[config.mk]
export PLATFORM = sky130hd
export DESIGN_NAME = oam_dma_controller_flat
export DESIGN_NICKNAME = d
export VERILOG_FILES = /design/src/rtl/oam_dma_controller_pkg.sv /design/src/rtl/oam_dma_controller_if.sv /design/src/rtl/oam_dma_controller_bus_owner_mux.sv /design/src/rtl/oam_dma_controller.sv /design/src/flat_wrapper.sv
export SDC_FILE = /design/constraint.sdc
export NUM_CORES = 1
export LEC_CHECK = 0
export CAP_MARGIN = 30
export CORE_MARGIN = 1.5
export CORE_UTILIZATION = 30
export DETAILED_ROUTE_END_ITERATION = 8
export GPL_TIMING_DRIVEN = 0
export PLACE_DENSITY_LB_ADDON = 0.1
export SETUP_SLACK_MARGIN = 0.2
export SYNTH_ARGS = -nofsm -noshare
export SYNTH_HDL_FRONTEND = slang
export SYNTH_SLANG_ARGS = --single-unit
[constraint.sdc]
create_clock -name clk -period 1.84 [get_ports clk]
set_input_delay 0.276 -clock clk [delete_from_list [all_inputs] [get_ports clk]]
set_output_delay 0.276 -clock clk [all_outputs]
set_load 0.005 [all_outputs]
[src/rtl/oam_dma_controller_pkg.sv]
// Shared types and constants for the OAM DMA controller.
package oam_dma_controller_pkg;

    typedef enum logic [2:0] {
        IDLE,
        SETUP,
        READ,
        WRITE,
        DONE
    } dma_state_t;

    // Contents of the 0xFF46 control write as seen by the controller.
    typedef struct packed {
        logic [7:0] page;
        logic       start;
    } control_reg_t;

    // One bus request toward the memory unit (from either owner).
    typedef struct packed {
        logic [15:0] address;
        logic        oe;
        logic        we;
        logic [7:0]  wdata;
    } bus_req_t;

    localparam logic [15:0] DMA_REG_ADDR  = 16'hFF46;
    localparam logic [15:0] OAM_BASE_ADDR = 16'hFE00;
    localparam int          OAM_XFER_LEN  = 160;
    localparam logic [7:0]  ECHO_PAGE_LO  = 8'hE0;

    // Echo RAM pages 0xE0-0xFF alias work RAM 0xC0-0xDF.
    function automatic logic [7:0] remap_page(input logic [7:0] page);
        return (page >= ECHO_PAGE_LO) ? page - 8'h20 : page;
    endfunction

endpackage

[src/rtl/oam_dma_controller_if.sv]
// CPU-side, memory-side and status signals of the OAM DMA controller.
interface oam_dma_controller_if;
    logic        dma_start;
    logic [7:0]  dma_page;
    logic [15:0] cpu_address;
    logic        cpu_oe;
    logic        cpu_we;
    logic [7:0]  cpu_wdata;
    logic [15:0] mem_address;
    logic        mem_oe;
    logic        mem_we;
    logic [7:0]  mem_wdata;
    logic [7:0]  mem_rdata;
    logic        cpu_stall;
    logic        dma_active;
    logic        dma_done;

    // Controller side.
    modport slave (
        input  dma_start, dma_page, cpu_address, cpu_oe, cpu_we, cpu_wdata, mem_rdata,
        output mem_address, mem_oe, mem_we, mem_wdata, cpu_stall, dma_active, dma_done
    );

    // CPU / memory environment side.
    modport master (
        output dma_start, dma_page, cpu_address, cpu_oe, cpu_we, cpu_wdata, mem_rdata,
        input  mem_address, mem_oe, mem_we, mem_wdata, cpu_stall, dma_active, dma_done
    );
endinterface

[src/rtl/oam_dma_controller_bus_owner_mux.sv]
// Selects which master (CPU or DMA engine) drives the memory port.
module bus_owner_mux
    import oam_dma_controller_pkg::*;
(
    input  bus_req_t cpu_req_i,
    input  bus_req_t dma_req_i,
    input  logic     dma_active_i,
    input  logic     bus_en_i,
    output bus_req_t mem_req_o
);

    // Owner select; strobes and data are forced low while the bus is disabled.
    always_comb begin
        // NOTE: every output gets a value before any condition so no latch is inferred.
        mem_req_o = dma_active_i ? dma_req_i : cpu_req_i;
        if (!bus_en_i) begin
            mem_req_o.oe    = 1'b0;
            mem_req_o.we    = 1'b0;
            mem_req_o.wdata = 8'h00;
        end
    end

endmodule

[src/rtl/oam_dma_controller.sv]
// OAM DMA sequencer: copies XFER_LEN bytes from {page, 8'h00} into OAM
// while stalling the CPU, then hands the memory port back.
module oam_dma_controller
    import oam_dma_controller_pkg::*;
#(
    parameter logic [15:0] OAM_BASE     = OAM_BASE_ADDR,
    parameter int          XFER_LEN     = OAM_XFER_LEN,
    parameter int          SETUP_CYCLES = 1
) (
    input  logic                 clk,
    input  logic                 rst_n,
    oam_dma_controller_if.slave  bus_if
);

    localparam logic [7:0] LAST_IDX   = 8'(XFER_LEN - 1);
    localparam logic [7:0] SETUP_LAST = 8'(SETUP_CYCLES - 1);

    dma_state_t   state_q;
    logic [7:0]   cnt_q;
    logic [7:0]   setup_cnt_q;
    logic [7:0]   page_q;
    logic [7:0]   latch_q;
    logic         active_q;
    logic         done_q;
    logic         oe_q;
    logic         we_q;
    control_reg_t ctrl;
    bus_req_t     cpu_req;
    bus_req_t     dma_req;
    bus_req_t     mem_req;

    assign ctrl = '{page: bus_if.dma_page, start: bus_if.dma_start};

    // Sequencer with registered strobes; a trigger in any state restarts from SETUP.
    always_ff @(posedge clk or negedge rst_n) begin
        // NOTE: state registers use non-blocking assignments so every flop samples pre-edge values.
        if (!rst_n) begin
            state_q     <= IDLE;
            cnt_q       <= '0;
            setup_cnt_q <= '0;
            page_q      <= '0;
            latch_q     <= '0;
            active_q    <= 1'b0;
            done_q      <= 1'b0;
            oe_q        <= 1'b0;
            we_q        <= 1'b0;
        end else if (ctrl.start) begin
            state_q     <= SETUP;
            page_q      <= remap_page(ctrl.page);
            cnt_q       <= '0;
            setup_cnt_q <= '0;
            active_q    <= 1'b1;
            done_q      <= 1'b0;
            oe_q        <= 1'b0;
            we_q        <= 1'b0;
        end else begin
            case (state_q)
                IDLE: begin
                    done_q <= 1'b0;
                end
                SETUP: begin
                    if (setup_cnt_q == SETUP_LAST) begin
                        state_q <= READ;
                        oe_q    <= 1'b1;
                    end else begin
                        setup_cnt_q <= setup_cnt_q + 8'd1;
                    end
                end
                READ: begin
                    latch_q <= bus_if.mem_rdata;
                    oe_q    <= 1'b0;
                    we_q    <= 1'b1;
                    state_q <= WRITE;
                end
                WRITE: begin
                    we_q  <= 1'b0;
                    cnt_q <= cnt_q + 8'd1;
                    if (cnt_q == LAST_IDX) begin
                        state_q  <= DONE;
                        active_q <= 1'b0;
                        done_q   <= 1'b1;
                    end else begin
                        state_q <= READ;
                        oe_q    <= 1'b1;
                    end
                end
                DONE: begin
                    done_q  <= 1'b0;
                    state_q <= IDLE;
                end
                default: begin
                    state_q <= IDLE;
                end
            endcase
        end
    end

    // DMA address: source byte in READ, OAM slot in WRITE.
    always_comb begin
        dma_req.address = (state_q == WRITE) ? (OAM_BASE + {8'h00, cnt_q}) : {page_q, cnt_q};
        dma_req.oe      = oe_q;
        dma_req.we      = we_q;
        dma_req.wdata   = latch_q;
    end

    assign cpu_req = '{address: bus_if.cpu_address, oe: bus_if.cpu_oe,
                       we: bus_if.cpu_we, wdata: bus_if.cpu_wdata};

    // rst_n gates the strobes so reset deasserts them without waiting for a clock.
    bus_owner_mux u_bus_owner_mux (
        .cpu_req_i    (cpu_req),
        .dma_req_i    (dma_req),
        .dma_active_i (active_q),
        .bus_en_i     (rst_n),
        .mem_req_o    (mem_req)
    );

    assign bus_if.mem_address = mem_req.address;
    assign bus_if.mem_oe      = mem_req.oe;
    assign bus_if.mem_we      = mem_req.we;
    assign bus_if.mem_wdata   = mem_req.wdata;
    assign bus_if.cpu_stall   = active_q;
    assign bus_if.dma_active  = active_q;
    assign bus_if.dma_done    = done_q;

endmodule

[src/flat_wrapper.sv]
// flat-port wrapper written by rule: the top's interface ports become plain ports
module oam_dma_controller_flat import oam_dma_controller_pkg::*;
#(
    parameter logic [15:0] OAM_BASE     = OAM_BASE_ADDR,
    parameter int          XFER_LEN     = OAM_XFER_LEN,
    parameter int          SETUP_CYCLES = 1
)
  (clk, rst_n, bus_if_dma_start, bus_if_dma_page, bus_if_cpu_address, bus_if_cpu_oe, bus_if_cpu_we, bus_if_cpu_wdata, bus_if_mem_rdata, bus_if_mem_address, bus_if_mem_oe, bus_if_mem_we, bus_if_mem_wdata, bus_if_cpu_stall, bus_if_dma_active, bus_if_dma_done);
  oam_dma_controller_if bus_if_i ();
  input  logic clk;
  input  logic rst_n;
  input wire logic [$bits(bus_if_i.dma_start)-1:0] bus_if_dma_start;
  input wire logic [$bits(bus_if_i.dma_page)-1:0] bus_if_dma_page;
  input wire logic [$bits(bus_if_i.cpu_address)-1:0] bus_if_cpu_address;
  input wire logic [$bits(bus_if_i.cpu_oe)-1:0] bus_if_cpu_oe;
  input wire logic [$bits(bus_if_i.cpu_we)-1:0] bus_if_cpu_we;
  input wire logic [$bits(bus_if_i.cpu_wdata)-1:0] bus_if_cpu_wdata;
  input wire logic [$bits(bus_if_i.mem_rdata)-1:0] bus_if_mem_rdata;
  output wire logic [$bits(bus_if_i.mem_address)-1:0] bus_if_mem_address;
  output wire logic [$bits(bus_if_i.mem_oe)-1:0] bus_if_mem_oe;
  output wire logic [$bits(bus_if_i.mem_we)-1:0] bus_if_mem_we;
  output wire logic [$bits(bus_if_i.mem_wdata)-1:0] bus_if_mem_wdata;
  output wire logic [$bits(bus_if_i.cpu_stall)-1:0] bus_if_cpu_stall;
  output wire logic [$bits(bus_if_i.dma_active)-1:0] bus_if_dma_active;
  output wire logic [$bits(bus_if_i.dma_done)-1:0] bus_if_dma_done;
  assign bus_if_i.dma_start = bus_if_dma_start;
  assign bus_if_i.dma_page = bus_if_dma_page;
  assign bus_if_i.cpu_address = bus_if_cpu_address;
  assign bus_if_i.cpu_oe = bus_if_cpu_oe;
  assign bus_if_i.cpu_we = bus_if_cpu_we;
  assign bus_if_i.cpu_wdata = bus_if_cpu_wdata;
  assign bus_if_i.mem_rdata = bus_if_mem_rdata;
  assign bus_if_mem_address = bus_if_i.mem_address;
  assign bus_if_mem_oe = bus_if_i.mem_oe;
  assign bus_if_mem_we = bus_if_i.mem_we;
  assign bus_if_mem_wdata = bus_if_i.mem_wdata;
  assign bus_if_cpu_stall = bus_if_i.cpu_stall;
  assign bus_if_dma_active = bus_if_i.dma_active;
  assign bus_if_dma_done = bus_if_i.dma_done;
  oam_dma_controller #(.OAM_BASE(OAM_BASE), .XFER_LEN(XFER_LEN), .SETUP_CYCLES(SETUP_CYCLES)) u_core (.clk(clk), .rst_n(rst_n), .bus_if(bus_if_i));
endmodule
==> Word-level counts from Yosys, hierarchy flattened <==
Index checks and enable logic that the tools add are counted.
{ "totals": {"ff_bits": 39, "inputBits": 45, "out_inout_bits": 29, "wordCells": 65} }
{ "op_classes": {"add_sub_neg": 4, "order_cmp": 1, "eq_ne": 10, "n_mux": 25, "n_bitwise": 1, "n_reduce_logical": 15} }
{ "op_table": {"columns": ["cell", "n"], "rows": [
  ["$mux W8", 6],
  ["$mux W26", 1],
  ["$add A8 B1 Y8 const B", 2],
  ["$mux W16", 1],
  ["$pmux W3 S4", 1],
  ["$add A10 B9 Y11 const A", 1],
  ["$mux W10", 1],
  ["$reduce_and A2 Y1", 5],
  ["$mux W1", 9],
  ["$mux W3", 3],
  ["$eq A8 B8 Y1 const B", 1],
  ["$ge A8 B8 Y1 const B", 1],
  ["$logic_not A8 Y1", 1],
  ["$sub A8 B6 Y8 const B", 1],
  ["$eq A3 B2 Y1 const B", 2],
  ["$ne A3 B2 Y1 const B", 2],
  ["$reduce_bool A2 Y1", 3],
  ["$reduce_bool A3 Y1", 2],
  ["$ne A2 B2 Y1 const B", 2],
  ["$pmux W1 S2", 2],
  ["$reduce_bool A4 Y1", 1],
  ["$eq A3 B1 Y1 const B", 1],
  ["$eq A3 B3 Y1 const B", 1],
  ["$logic_not A3 Y1", 1],
  ["other kinds (5)", 5]
]} }

==> Depth between registers and ports, before layout <==
{ "logic_depth": {"word_depth": 4, "mapped_depth": 6, "mapped_depth_nobuf": 6} }

==> Cells and area by module <==
A second synthesis with hierarchy kept.
{ "unflattened": {"hier_cells": 211, "hier_area_um2": 2302.2} }
{ "by_module_without_submodules": {"columns": ["mod", "n_inst", "cells_per_inst", "area_per_inst_um2", "seq_area_each_um2"], "rows": [
  ["oam_dma_controller", 1, 172, 1848.0, 975.9],
  ["bus_owner_mux", 1, 39, 454.2, 0.0]
]} }

==> Worst setup path before layout <==
No wires, ideal clock.
{ "synth_path": {"path_type": "flip-flop to output port", "startpoint": "register u_core.active_q (netlist: u_core.bus_if.cpu_stall)", "endpoint": "output bus_if_mem_address[8]", "arrival_time_ns": 1.287, "required_ns": 1.564, "slack_ns": 0.277, "path_stages_with_launch": 6, "path_buffers": 3, "path_cell_list": "dfrtp_1 > buf_2 > buf_2 > clkbuf_1 > nand3_1 > o21ai_0"} }
{ "synth_between": {"elab_chain_len": 1} }
{ "synth_lines": {"columns": ["item", "line_no", "source"], "rows": [
  ["from (decl)", "oam_dma_controller.sv:23", "logic active_q;"],
  ["from (signal assigned)", "oam_dma_controller.sv:43", "active_q <= 1'b0;"],
  ["from (signal assigned)", "oam_dma_controller.sv:52", "active_q <= 1'b1;"],
  ["from (signal assigned)", "oam_dma_controller.sv:80", "active_q <= 1'b0;"],
  ["$mux W26", "oam_dma_controller_bus_owner_mux.sv:15", "mem_req_o = dma_active_i ? dma_req_i : cpu_req_i;"],
  ["to (decl)", "flat_wrapper.sv:19", "output wire logic [$bits(bus_if_i.mem_address)-1:0] bus_if_mem_address;"]
]} }
No other way between the ends.

==> Worst setup path after layout <==
{ "layout_path": {"startpoint": "register u_core.active_q (netlist: u_core.bus_if.cpu_stall)", "endpoint": "output bus_if_mem_address[13]"} }
Same word-level chain as after synthesis.

==> flow_summary.yaml <==
detailed_routing:
  wirelength_um: 5680
  vias_per_cell: 4.54
  ant_nets: 0
  vias: 1885
  wl_per_cell_um: 13.7
  drc: 0
  drt_iter0_drc: 102
  dr.pass1.iters: 4
floorplan:
  num_io_pins: 74
  core_area_sq_um: 6830
  initial_core_util_pct: 31.2
  die-area_sq_um: 7630
  fp.dieW_um: 87.4
  die_y_um: 87.4
  num_rows: 30
layout:
  postLayoutCoreUtil_pct: 51.4
  nNetsFinal: 367
  fill_cells: 658
  area_delta_synth_final_pct: 64.4
  antennaDiodeCount: 0
  stdcell_count: 415
  drive_gt1_share_pct: 34.8
cts:
  cts_tree: "done"
  htreeDepth: 2
  cts.clk_slew.worst_paths_ps: 80
  cts_sinks: 39
  cts_buffer_depth: 2
  numCtsBuffers: 5
  cts-root-buf: "clkbuf_8"
  clock_latency_ps: 290
power:
  pwr-share-clk_pct: 27.7
  power_density_nw_per_um2: 583
  p_leak_uw: 0.00162
  p_sw_uw: 529
  p_int_uw: 1520
  combPwrFrac_pct: 23.9
  vdd_drop_max_mv: 0.219
  switching_share_pct: 25.9
  seqPwrFrac_pct: 48.4
synth:
  syn-cell-area_sq_um: 2130
  synth_top_area_share_pct: 45.7
  synth_area_per_cell_sq_um: 10.0
  yosys.area.top_type: "dfrtp_1"
  synth_most_common_cell: "dfrtp_1"
  ys_seq_area_share_pct: 45.7
  yosys-top-cells-area: "dfrtp_1 (46%), mux2_2 (11%), mux2i_1 (5.2%), nor2_1 (5.1%), nor2b_1 (2.9%)"
  syn_inst: 213
  yosys_warnings: 0
  synthTopCellsByCount: "dfrtp_1 (39), nor2_1 (29), mux2_2 (21)"
  async_flop_share_pct: 100
  syn_nets: 262
  synth-seq-cells: 39
  ys.flop_type: "dfrtp_1"
  synth.distinct_cells: 36
  synth_edf_count: 0
worst_setup_path:
  cpLargestDelayFamily: "buffers and inverters"
  critPathBufInv: 5
  crit_fanout: 5
  crit_arrival_ps: 1520
  crit_required_ps: 1560
  start_kind: "register"
  worst_path_max_delay_cell: "dfrtp_1"
  slowest_delay_ps: 400
  endpoint_kind: "output pin"
  crit_type: "reg -> out"
  path_cells: "buf_6 > buf_16 > buf_8 > clkbuf_16 > a31oi_1 > buf_2"
sta:
  worst_pin_slew_ps: 554
  report.final.hold_viol_count: 0
  slew_violations: 0
  fmax_ghz: 0.557
  finalSetupViolations: 0
  slew_headroom_pct: 63.1
  rsz0062_at_grt: "true"
  min_period_ps: 1790
  clock-skew-final_ps: 6.34
  finalCritPeriodShare_pct: 97.5
min_path:
  hold_path.class: "in -> async"
grt:
  grt_first_pass_wirelength_um: 8760
  grt_pass1_vias: 1707
  grt_util_all_layers_pct: 15.2
  antenna_found_initial: 0
  grt.overflow.total: 0
  grt_max_degree: 30
placed_design:
  dp_hpwl_um: 3630
  dpl.cell_count: 382
  placement.io_buffers: 72
  gp_congestion: 0.799
run:
  max_cap_viol_count: 0
outcome:
  outcome: "complete, no violations"
## worst paths after layout
path	from	endpoint	slack (ps)	cells past startpoint
worst max-delay path	u_core.bus_if.cpu_stall	bus_if_mem_address[13]	50	6
worst min-delay path	rst_n	u_core.latch_q[7]	60	3
worst max register to register	u_core.state_q[2]	u_core.latch_q[6]	210	5
worst min register to register	u_core.latch_q[0]	u_core.latch_q[0]	510	1
max in group asynchronous	rst_n	u_core.cnt_q[6]	990	2
min in group clk	bus_if_dma_start	u_core.state_q[0]	510	3
## metal layers
metal / track usage, % / vias to the layer above / wire [um]
met5: 0 / - / 0
met4: 4.76 / 0 / 70
met3: 4.08 / 6 / 340
met2: 23.1 / 47 / 2650
met1: 20.9 / 891 / 2620
li1: - / 941 / -
## stage by stage
stage | setup TNS, ps | power, uW | hold slack (ps) | cell area [sq um] | setup slack [ps]
2_1_floorplan | 0 | 1190 | -19.6 | 2130 | 277
3_3_place_gp | -52440 | 1450 | 491 | 2980 | -1530
3_5_place_dp | -5680 | 1460 | 179 | 2990 | -534
4_1_cts | 0 | 2020 | 67.1 | 3310 | 51.2
5_1_grt | -11.2 | 2160 | 83.7 | 3510 | -5.81
6_report | 0 | 2040 | 63.4 | 3510 | 45.8
## flip-flops by register name, summed over array words and instances, names as in the netlist
name and flops:
u_core.cnt_q 8, u_core.latch_q 8, u_core.page_q 8, u_core.setup_cnt_q 8, u_core.state_q 3, u_core.bus_if.cpu_stall 1, u_core.bus_if.dma_done 1, u_core.oe_q 1
u_core.we_q 1
## kinds of logic (layout without fill, tap and decap cells)
kind of cell	count (synthesis)	in the layout	share of synthesized area [%]
DFF	39	39	45.7
and+or+nand+nor	82	82	20.5
buffers and inverters	22	128	4.16
muxes	32	32	16.2
adders and majority gates	4	4	2.34
AOI/OAI and AO/OA	22	22	6.16
xor gates and xnor gates	12	12	4.92
## timing repair
action                                  in CTS  in global routing
pin swaps                                    8                  8
endpoints found under the hold margin       10                  0
buffers inserted                            14                  7
hold buffers                                 2                  0
endpoints found under the setup margin      39                 36
cloned                                       2                  0
resized for setup                          150                 33
## power by group through the flow
stage	logic [uW]	registers, uW	clock network (uW)
6_report	489	989	566
2_1_floorplan	203	989	0
3_5_place_dp	462	1000	0
4_1_cts	453	983	583
3_3_place_gp	454	1000	0
5_1_grt	538	1000	621
## layout by cell type (no fill, tap or decap), types with 9 or more instances in the layout
master           synthesis  routed
mux2i_1                 11      11
mux2_4                   0      14
buf_6                    0      13
nand2_1                 10      10
nand3_1                 11       9
nor2_1                  29      22
buf_4                    1      13
clkdlybuf4s50_1          0      44
dfrtp_1                 39      36
inv_1                   12      12
nor2b_1                 10      10
buf_2                    2      21
## worst register-to-register path: stages, from the launching register on
cell,delay [ps]
dfrtp_2,440
buf_6,130
or3_4,390
nor2_4,110
buf_12,140
mux2_4,300
## layout make-up
class	instances	area, sq um	area share (%)
Multi-Input combinational cell	152	1250	35.6
Sequential cell	39	980	27.9
Timing Repair Buffer	98	931	26.5
Tap cell	96	120	3.42
Buffer	10	103	2.92
Clock buffer	7	76.3	2.18
Inverter	12	45.0	1.28
Clock inverter	1	5.00	0.143
No activity file was read; power rests on OpenSTA's default activity.
